===== src/rtl/stream_mux_rr.sv =====
// -----------------------------------------------------------------------------
// stream_mux_rr
//   N-channel, W-bit stream multiplexer with valid/ready handshakes on every
//   input channel and on the output. Channels are arbitrated round-robin. The
//   winner keeps the grant until the beat carrying last=1 transfers. The output
//   beat is held in a register.
//
//   Optional build macro: STREAM_MUX_RR_FORCE_EN
//     When it is defined, the force_en/force_sel ports exist. While the mux is
//     idle and force_en=1, only channel force_sel may win arbitration. A
//     force_sel value >= N grants no channel.
//
// Parameters
//   N   number of input channels (>= 1)
//   W   data width per channel
//   CW  width of the channel index, max(1, $clog2(N)); derived, not settable
//
// Ports
//   clk        single clock; all logic on the rising edge
//   rst        asynchronous, active-high reset
//   in_data    N*W  channel i data = in_data[i*W +: W]
//   in_valid   N    per-channel beat valid
//   in_last    N    per-channel last beat of a packet
//   in_ready   N    per-channel accept; at most one bit is high
//   out_data   W    registered output data
//   out_valid  1    output beat valid
//   out_last   1    output last flag
//   out_ready  1    downstream accept
//   grant_idx  CW   channel that holds the grant now, or held it last
//   busy       1    high while a packet is locked to a channel
//   force_en   1    (macro only) restrict the next grant to force_sel
//   force_sel  CW   (macro only) channel allowed to win while force_en=1
// -----------------------------------------------------------------------------
module stream_mux_rr #(
  parameter  int N  = 2,
  parameter  int W  = 9,
  localparam int CW = (N > 1) ? $clog2(N) : 1
) (
  input  logic            clk,
  input  logic            rst,
  input  logic [N*W-1:0]  in_data,
  input  logic [N-1:0]    in_valid,
  input  logic [N-1:0]    in_last,
  output logic [N-1:0]    in_ready,
  output logic [W-1:0]    out_data,
  output logic            out_valid,
  output logic            out_last,
  input  logic            out_ready,
`ifdef STREAM_MUX_RR_FORCE_EN
  input  logic            force_en,
  input  logic [CW-1:0]   force_sel,
`endif
  output logic [CW-1:0]   grant_idx,
  output logic            busy
);

  typedef enum logic {IDLE, LOCKED} state_t;

  state_t        state, state_next;
  logic [CW-1:0] rr_ptr, rr_ptr_next;
  logic [CW-1:0] grant_next;
  logic [N-1:0]  req;
  logic          found;
  logic [CW-1:0] pick;
  logic [W-1:0]  sel_data;
  logic          sel_valid;
  logic          sel_last;
  logic          can_load;
  logic          in_xfer;

  // (base + off) mod N, where base < N and off < N.
  function automatic logic [CW-1:0] wrap_idx(input logic [CW-1:0] base, input int off);
    int s;
    s = int'(base) + off;
    if (s >= N) s = s - N;
    return CW'(s);
  endfunction

  // Channels that may compete in the next arbitration.
`ifdef STREAM_MUX_RR_FORCE_EN
  always_comb begin
    req = in_valid;
    if (force_en) begin
      req = '0;
      // If force_sel names no existing channel, nothing is requested.
      for (int i = 0; i < N; i++)
        if (force_sel == CW'(i)) req[i] = in_valid[i];
    end
  end
`else
  assign req = in_valid;
`endif

  // Round-robin pick: the first requester found scanning from rr_ptr upward.
  always_comb begin
    found = 1'b0;
    pick  = '0;
    for (int k = 0; k < N; k++) begin
      if (!found && req[wrap_idx(rr_ptr, k)]) begin
        found = 1'b1;
        pick  = wrap_idx(rr_ptr, k);
      end
    end
  end

  // Signals of the channel that holds the grant.
  assign sel_data  = in_data[int'(grant_idx)*W +: W];
  assign sel_valid = in_valid[grant_idx];
  assign sel_last  = in_last[grant_idx];

  // The output register can take a beat if it is empty, or if its beat leaves
  // in this same cycle.
  assign can_load  = ~out_valid | out_ready;

  // NOTE: every signal assigned here gets a default value first. Without the
  // defaults, a path that does not assign a signal would infer a latch.
  always_comb begin
    state_next  = state;
    rr_ptr_next = rr_ptr;
    grant_next  = grant_idx;
    in_ready    = '0;
    in_xfer     = 1'b0;
    case (state)
      IDLE: begin
        if (found) begin
          grant_next = pick;
          state_next = LOCKED;
        end
      end
      LOCKED: begin
        in_ready[grant_idx] = can_load;
        in_xfer             = can_load & sel_valid;
        if (in_xfer && sel_last) begin
          state_next  = IDLE;
          rr_ptr_next = (grant_idx == CW'(N-1)) ? '0 : grant_idx + 1'b1;
        end
      end
      default: state_next = IDLE;
    endcase
  end

  // NOTE: the sequential state uses non-blocking assignments only. Every
  // register then samples values from before the clock edge, whatever order
  // the statements run in.
  always_ff @(posedge clk or posedge rst) begin
    if (rst) begin
      state     <= IDLE;
      rr_ptr    <= '0;
      grant_idx <= '0;
      out_data  <= '0;
      out_valid <= 1'b0;
      out_last  <= 1'b0;
    end else begin
      state     <= state_next;
      rr_ptr    <= rr_ptr_next;
      grant_idx <= grant_next;
      // A new beat overwrites a beat leaving in the same cycle, so no bubble.
      if (in_xfer) begin
        out_data  <= sel_data;
        out_last  <= sel_last;
        out_valid <= 1'b1;
      end else if (out_valid && out_ready) begin
        out_valid <= 1'b0;
      end
    end
  end

  assign busy = (state == LOCKED);

endmodule


===== config.mk =====
export PLATFORM = sky130hd
export DESIGN_NAME = stream_mux_rr
export DESIGN_NICKNAME = d
export VERILOG_FILES = /design/src/rtl/stream_mux_rr.sv
export SDC_FILE = /design/constraint.sdc
export NUM_CORES = 1
export LEC_CHECK = 0
export CAP_MARGIN = 20
export CORE_MARGIN = 10
export CORE_UTILIZATION = 38
export DETAILED_ROUTE_END_ITERATION = 8
export PLACE_DENSITY = 0.78
export SLEW_MARGIN = 10
export SYNTH_ARGS = -nofsm -noshare
export SYNTH_HDL_FRONTEND = slang
export SYNTH_SLANG_ARGS = --single-unit
export TNS_END_PERCENT = 5

===== constraint.sdc =====
create_clock -name clk -period 1.9 [get_ports clk]
set_input_delay 0.285 -clock clk [delete_from_list [all_inputs] [get_ports clk]]
set_output_delay 0.285 -clock clk [all_outputs]
set_load 0.02 [all_outputs]

==> impl_metrics.json, run 1 <==
{
  "period_share_pct": 94.0,
  "die_h_um": 64.2,
  "grt.overflow.total": 0,
  "drive_gt1_share_pct": 26.8,
  "synth.area.top_cells": "dfrtp_1, mux2_2, mux2_4",
  "via_count": 599,
  "place.detailed.hpwl_mm": 1.67,
  "slowest_delay_ns": 0.67,
  "path_delay_family": "buffers and inverters",
  "final_area_um2": 1180,
  "cts_max_level": 1,
  "ys_top_cells_by_count": "dfrtp_1, mux2_2, mux2_4",
  "synth_top_family_by_area": "multiplexers",
  "cp_slowest_cell": "clkdlybuf4s50_1",
  "cts_num_sinks": 14,
  "syn_area_um2": 742,
  "period_needed_ns": 1.79,
  "synth_flop_cell": "dfrtp_1",
  "synth.ff_latch_count": 14,
  "power.total_mw": 1.94,
  "grt_util_met2_pct": 17.3,
  "skew_ns": 0.0132,
  "areaGrowthSynthToFinish_pct": 59.7,
  "groute.layer.met1.usage_pct": 10.2,
  "hold_viol_final": 0,
  "post_cts_buffers": 0,
  "numCtsBuffers": 3,
  "critical_path_class": "reg2out",
  "avgSynthCellArea_um2": 13.5,
  "synth_top_area_share_pct": 47.2,
  "start_util_pct": 41.6,
  "synth_edf_count": 0,
  "worst_pin_slew_ns": 0.518,
  "cp_num_buf_inv": 1,
  "muxShareOfSynthArea_pct": 34.2,
  "worstSkewPairLatency_ns": 0.29,
  "crit_chain": "clkdlybuf4s50_1",
  "ys_seq_area_share_pct": 47.2,
  "avgViaCountPerCell": 4.91,
  "drc": 0,
  "num_rows": 15,
  "crit_fanout": 10,
  "grt_pass1_wl_mm": 3.23,
  "instances_no_fill": 122,
  "io_buffers": 39,
  "setup_violations": 0,
  "grt-busiest-layer": "met2",
  "final-max-slew-violation-count": 0,
  "irDropWorstVdd_uv": 836,
  "p_leak_nw": 0.532,
  "grt_max_degree": 15,
  "routed_wl_mm": 2.04,
  "finalWeightedCongestion": 0.830,
  "cts_tree": "yes",
  "synth_most_common_cell": "dfrtp_1",
  "async_reset_ff_share_pct": 100,
  "grt.total_usage_pct": 10.1,
  "path_clk_slew_ns": 0.09,
  "cp-end-kind": "primary output",
  "wire_per_inst_um": 16.7,
  "status": "complete, no violations",
  "grtUsageMet3_pct": 5.75,
  "drtPass1Iterations": 4,
  "arrival_ns": 1.50,
  "ant_nets": 0,
  "dpl_cell_area_um2": 1150,
  "clockBufferDepth": 2,
  "drt_iter0_markers": 11,
  "netlist_instances": 55,
  "startpoint_type": "register",
  "synth.distinct_cells": 17,
  "synth_xor_area_share_pct": 0,
  "synth_warnings": 0,
  "grt_pass1_vias": 648,
  "antenna_found_initial": 0,
  "fmax_mhz": 560,
  "antennaDiodeCount": 0,
  "power_density_nw_per_um2": 1640,
  "yosys.area_share.adder_pct": 0,
  "rsz0062_at_grt": "false",
  "synth_fp_nets": 80,
  "coreArea_um2": 1780,
  "synth-simple-area-share_pct": 7.76,
  "synth_compound_area_share_pct": 5.56,
  "relSlewSlack_pct": 65.4,
  "synth_area_leader_cell": "dfrtp_1",
  "die_area_um2": 4120,
  "hold_class": "in2async",
  "required_ns": 1.62,
  "drv_cap": 0,
  "die_x_um": 64.2,
  "nNetsFinal": 123,
  "clock-root-buffer": "clkbuf_4",
  "placed_cells": 118,
  "io_pins": 40
}
==> worst reg2reg max path, stage by stage, from the launching register on <==
cell and delay, ns:
dfrtp_1 0.54, mux2_4 0.35, nand3_4 0.21, mux2_2 0.36
==> layout by cell type, fill, tap and decap left out, drive strengths merged, types with 2 or more instances in the layout <==
cell type / instances
clkbuf: 4
nand2: 3
and3: 2
a31oi: 2
buf: 2
clkdlybuf4s50: 37
dlygate4sd2: 2
mux2: 19
dfrtp: 14
a21oi: 2
inv: 3
==> registers in the layout (all words and copies together), names as in the netlist <==
| register | cells |
|---|---|
| out_last | 1 |
| out_data | 9 |
| busy | 1 |
| grant_idx | 1 |
| rr_ptr | 1 |
| out_valid | 1 |
==> kinds of logic after synthesis <==
logic type / after synthesis
multiplexers: 20
flip-flops: 14
AND/OR/NAND/NOR: 9
AO/OA/AOI/OAI: 6
buffers and inverters: 6
==> where the power goes <==
| part | total (mW) | switching, mW | leakage [nW] | internal (mW) |
|---|---|---|---|---|
| sequential | 0.571 | 0.119 | 0.162 | 0.452 |
| combinational | 1.16 | 0.508 | 0.349 | 0.648 |
| clock | 0.218 | 0.101 | 0.0210 | 0.117 |
==> stage by stage <==
step                      utilization, %  hold slack (ns)  setup TNS [ns]  setup slack, ns
final                               66.5            0.321               0            0.114
after global routing                66.5            0.375               0           0.0328
after floorplan                        -            0.174               0            0.327
after global placement              64.6            0.491         -0.0304          -0.0168
after detailed placement            64.6            0.497          -0.133          -0.0773
after CTS                           66.5            0.340               0           0.0963
==> worst paths after layout <==
path / start / end / slack [ns] / depth (start not counted)
worst max-delay path: grant_idx / grant_idx / 0.11 / 1
worst min-delay path: rst / out_data[3] / 0.32 / 2
worst min register to register: out_data[4] / out_data[4] / 0.51 / 1
max in group asynchronous: rst / out_data[0] / 1.22 / 2
worst max register to register: grant_idx / out_data[3] / 0.34 / 3
min in group clk: out_data[4] / out_data[4] / 0.51 / 1
==> per-layer routing <==
metal,vias up,routed length [um]
met5,-,0
met4,0,25
met3,5,171
met2,21,1070
met1,294,771
li1,279,-
==> area by class of cell <==
type | count | area (um2)
clock buffers | 4 | 36.3
fillers | 154 | 598
inverters | 3 | 11.3
multi-input cells | 35 | 353
flip-flops and latches | 14 | 350
well taps | 25 | 31.3
repair buffers | 41 | 403
==> repair_timing <==
action / 4_1_cts / 5_1_grt
hold buffers: 0 / 0
endpoints found under the setup margin: 2 / 0
gates resized for setup: 2 / 0
Note: power is estimated with default switching activity, not from simulation.
==> run 2: changes to the inputs <==
--- a/config.mk
+++ b/config.mk
@@ -6,7 +6,7 @@
 export NUM_CORES = 1
 export LEC_CHECK = 0
 export CAP_MARGIN = 20
-export CORE_MARGIN = 10
+export CORE_MARGIN = 5
 export CORE_UTILIZATION = 38
 export DETAILED_ROUTE_END_ITERATION = 8
 export PLACE_DENSITY = 0.78
==> impl_metrics.json, run 2 (same netlist as run 1, synthesis figures left out) <==
{
  "met2_length_um": 829,
  "io_pins": 40,
  "rsz0062_at_grt": "false",
  "grt.overflow.total": 0,
  "p_leak_nw": 0.524,
  "worst_pin_slew_ns": 0.524,
  "areaGrowthSynthToFinish_pct": 58.2,
  "cts_max_level": 1,
  "critical_path_class": "reg2out",
  "layout_commonest_cell": "clkdlybuf4s50_1",
  "reg2regPathDepth": 3,
  "fin_util_pct": 61.7,
  "cp_slowest_cell": "clkdlybuf4s50_1",
  "dpl_cell_area_um2": 1150,
  "setup_violations": 0,
  "irDropWorstVdd_uv": 820,
  "io_buffers": 39,
  "final_cell_mix": "clkdlybuf4s50_1, dfrtp_1, mux2_2, mux2_4",
  "arrival_ns": 1.43,
  "via_count": 616,
  "hold_class": "in2async",
  "post-place-ws_ns": -0.0367,
  "wl_met3_um": 112,
  "antenna_found_initial": 0,
  "drive_gt1_share_pct": 26.0,
  "grt_pass1_wl_mm": 2.63,
  "largest_register_ffs": 9,
  "final_area_um2": 1170,
  "path_clk_slew_ns": 0.08,
  "layout_setup_ws_ns": 0.182,
  "cp.depth": 1,
  "cp_num_buf_inv": 1,
  "avgViaCountPerCell": 5.01,
  "instances_no_fill": 123,
  "regMostFlops": "out_data",
  "postCtsHoldBufs": 0,
  "finalWeightedCongestion": 0.722,
  "ctsResizeCount": 2,
  "startpoint_type": "register",
  "crit_chain": "clkdlybuf4s50_1",
  "die_x_um": 54.2,
  "die_h_um": 54.2,
  "path_delay_family": "buffers and inverters",
  "r2r_start": "grant_idx",
  "timing.rr.end": "out_data[4]",
  "power_density_nw_per_um2": 1590,
  "grt.total_usage_pct": 12.8,
  "crit_fanout": 8,
  "num_rows": 16,
  "die_area_um2": 2940,
  "multi_input_area_um2": 353,
  "wl_met1_um": 682,
  "drc": 0,
  "register_area_um2": 350,
  "nNetsFinal": 123,
  "place.detailed.hpwl_mm": 1.33,
  "final-max-slew-violation-count": 0,
  "power.total_mw": 1.86,
  "status": "complete, no violations",
  "r2r_slack_ns": 0.40,
  "slowest_delay_ns": 0.66,
  "numCtsBuffers": 3,
  "cp-end-kind": "primary output",
  "top_layer": "met4",
  "skew_ns": 0.00409,
  "drt_iter0_markers": 4,
  "worstSkewPairLatency_ns": 0.27,
  "clock-root-buffer": "clkbuf_4",
  "hold_viol_final": 0,
  "cts_tree": "yes",
  "period_needed_ns": 1.72,
  "relSlewSlack_pct": 65.0,
  "drtPass1Iterations": 4,
  "required_ns": 1.62,
  "period_share_pct": 90.4,
  "antennaDiodeCount": 0,
  "hold_slack_ns": 0.345,
  "routed_wl_mm": 1.67,
  "post_cts_buffers": 0,
  "worstSetupEndpoint": "busy",
  "drv_cap": 0,
  "start_util_pct": 39.0,
  "wire_per_inst_um": 13.6,
  "clockBufferDepth": 2,
  "startpoint": "busy",
  "ant_nets": 0,
  "fin_tns_setup_ns": 0,
  "fmax_mhz": 582,
  "cts_num_sinks": 14,
  "placed_cells": 120,
  "coreArea_um2": 1900,
  "nFillCells": 159,
  "grt_pass1_vias": 662,
  "grt_max_degree": 15
}
-- run 2: cell count changes in the layout (fill, tap and decap cells not counted), sizes merged --
cell and delta:
clkbuf -1
-- run 2: worst min-delay path by stage --
stage | endpoint | slack, ns
after CTS | out_data[5] | 0.36
after detailed placement | out_data[0] | 0.49
after floorplan | busy | 0.17
final | out_data[8] | 0.35
after global placement | out_data[3] | 0.49
after global routing | out_data[8] | 0.39
-- run 2: final cells by class --
type	instances	area share, %
Timing Repair Buffer	41	34.3
Multi-Input combinational cell	35	30.1
Inverter	3	0.959
Clock buffer	3	1.92
Sequential cell	14	29.9
Tap cell	27	2.88
-- run 2: routing by layer --
layer,vias up,GRT usage (%)
li1,283,-
met1,300,12.9
met2,29,22.7
met3,4,1.39
met4,0,11.2
met5,-,0
-- run 2: power breakdown --
| part | total, mW | internal (mW) | switching (mW) |
|---|---|---|---|
| sequential | 0.564 | 0.452 | 0.112 |
| combinational | 1.15 | 0.648 | 0.497 |
| clock | 0.156 | 0.0733 | 0.0827 |
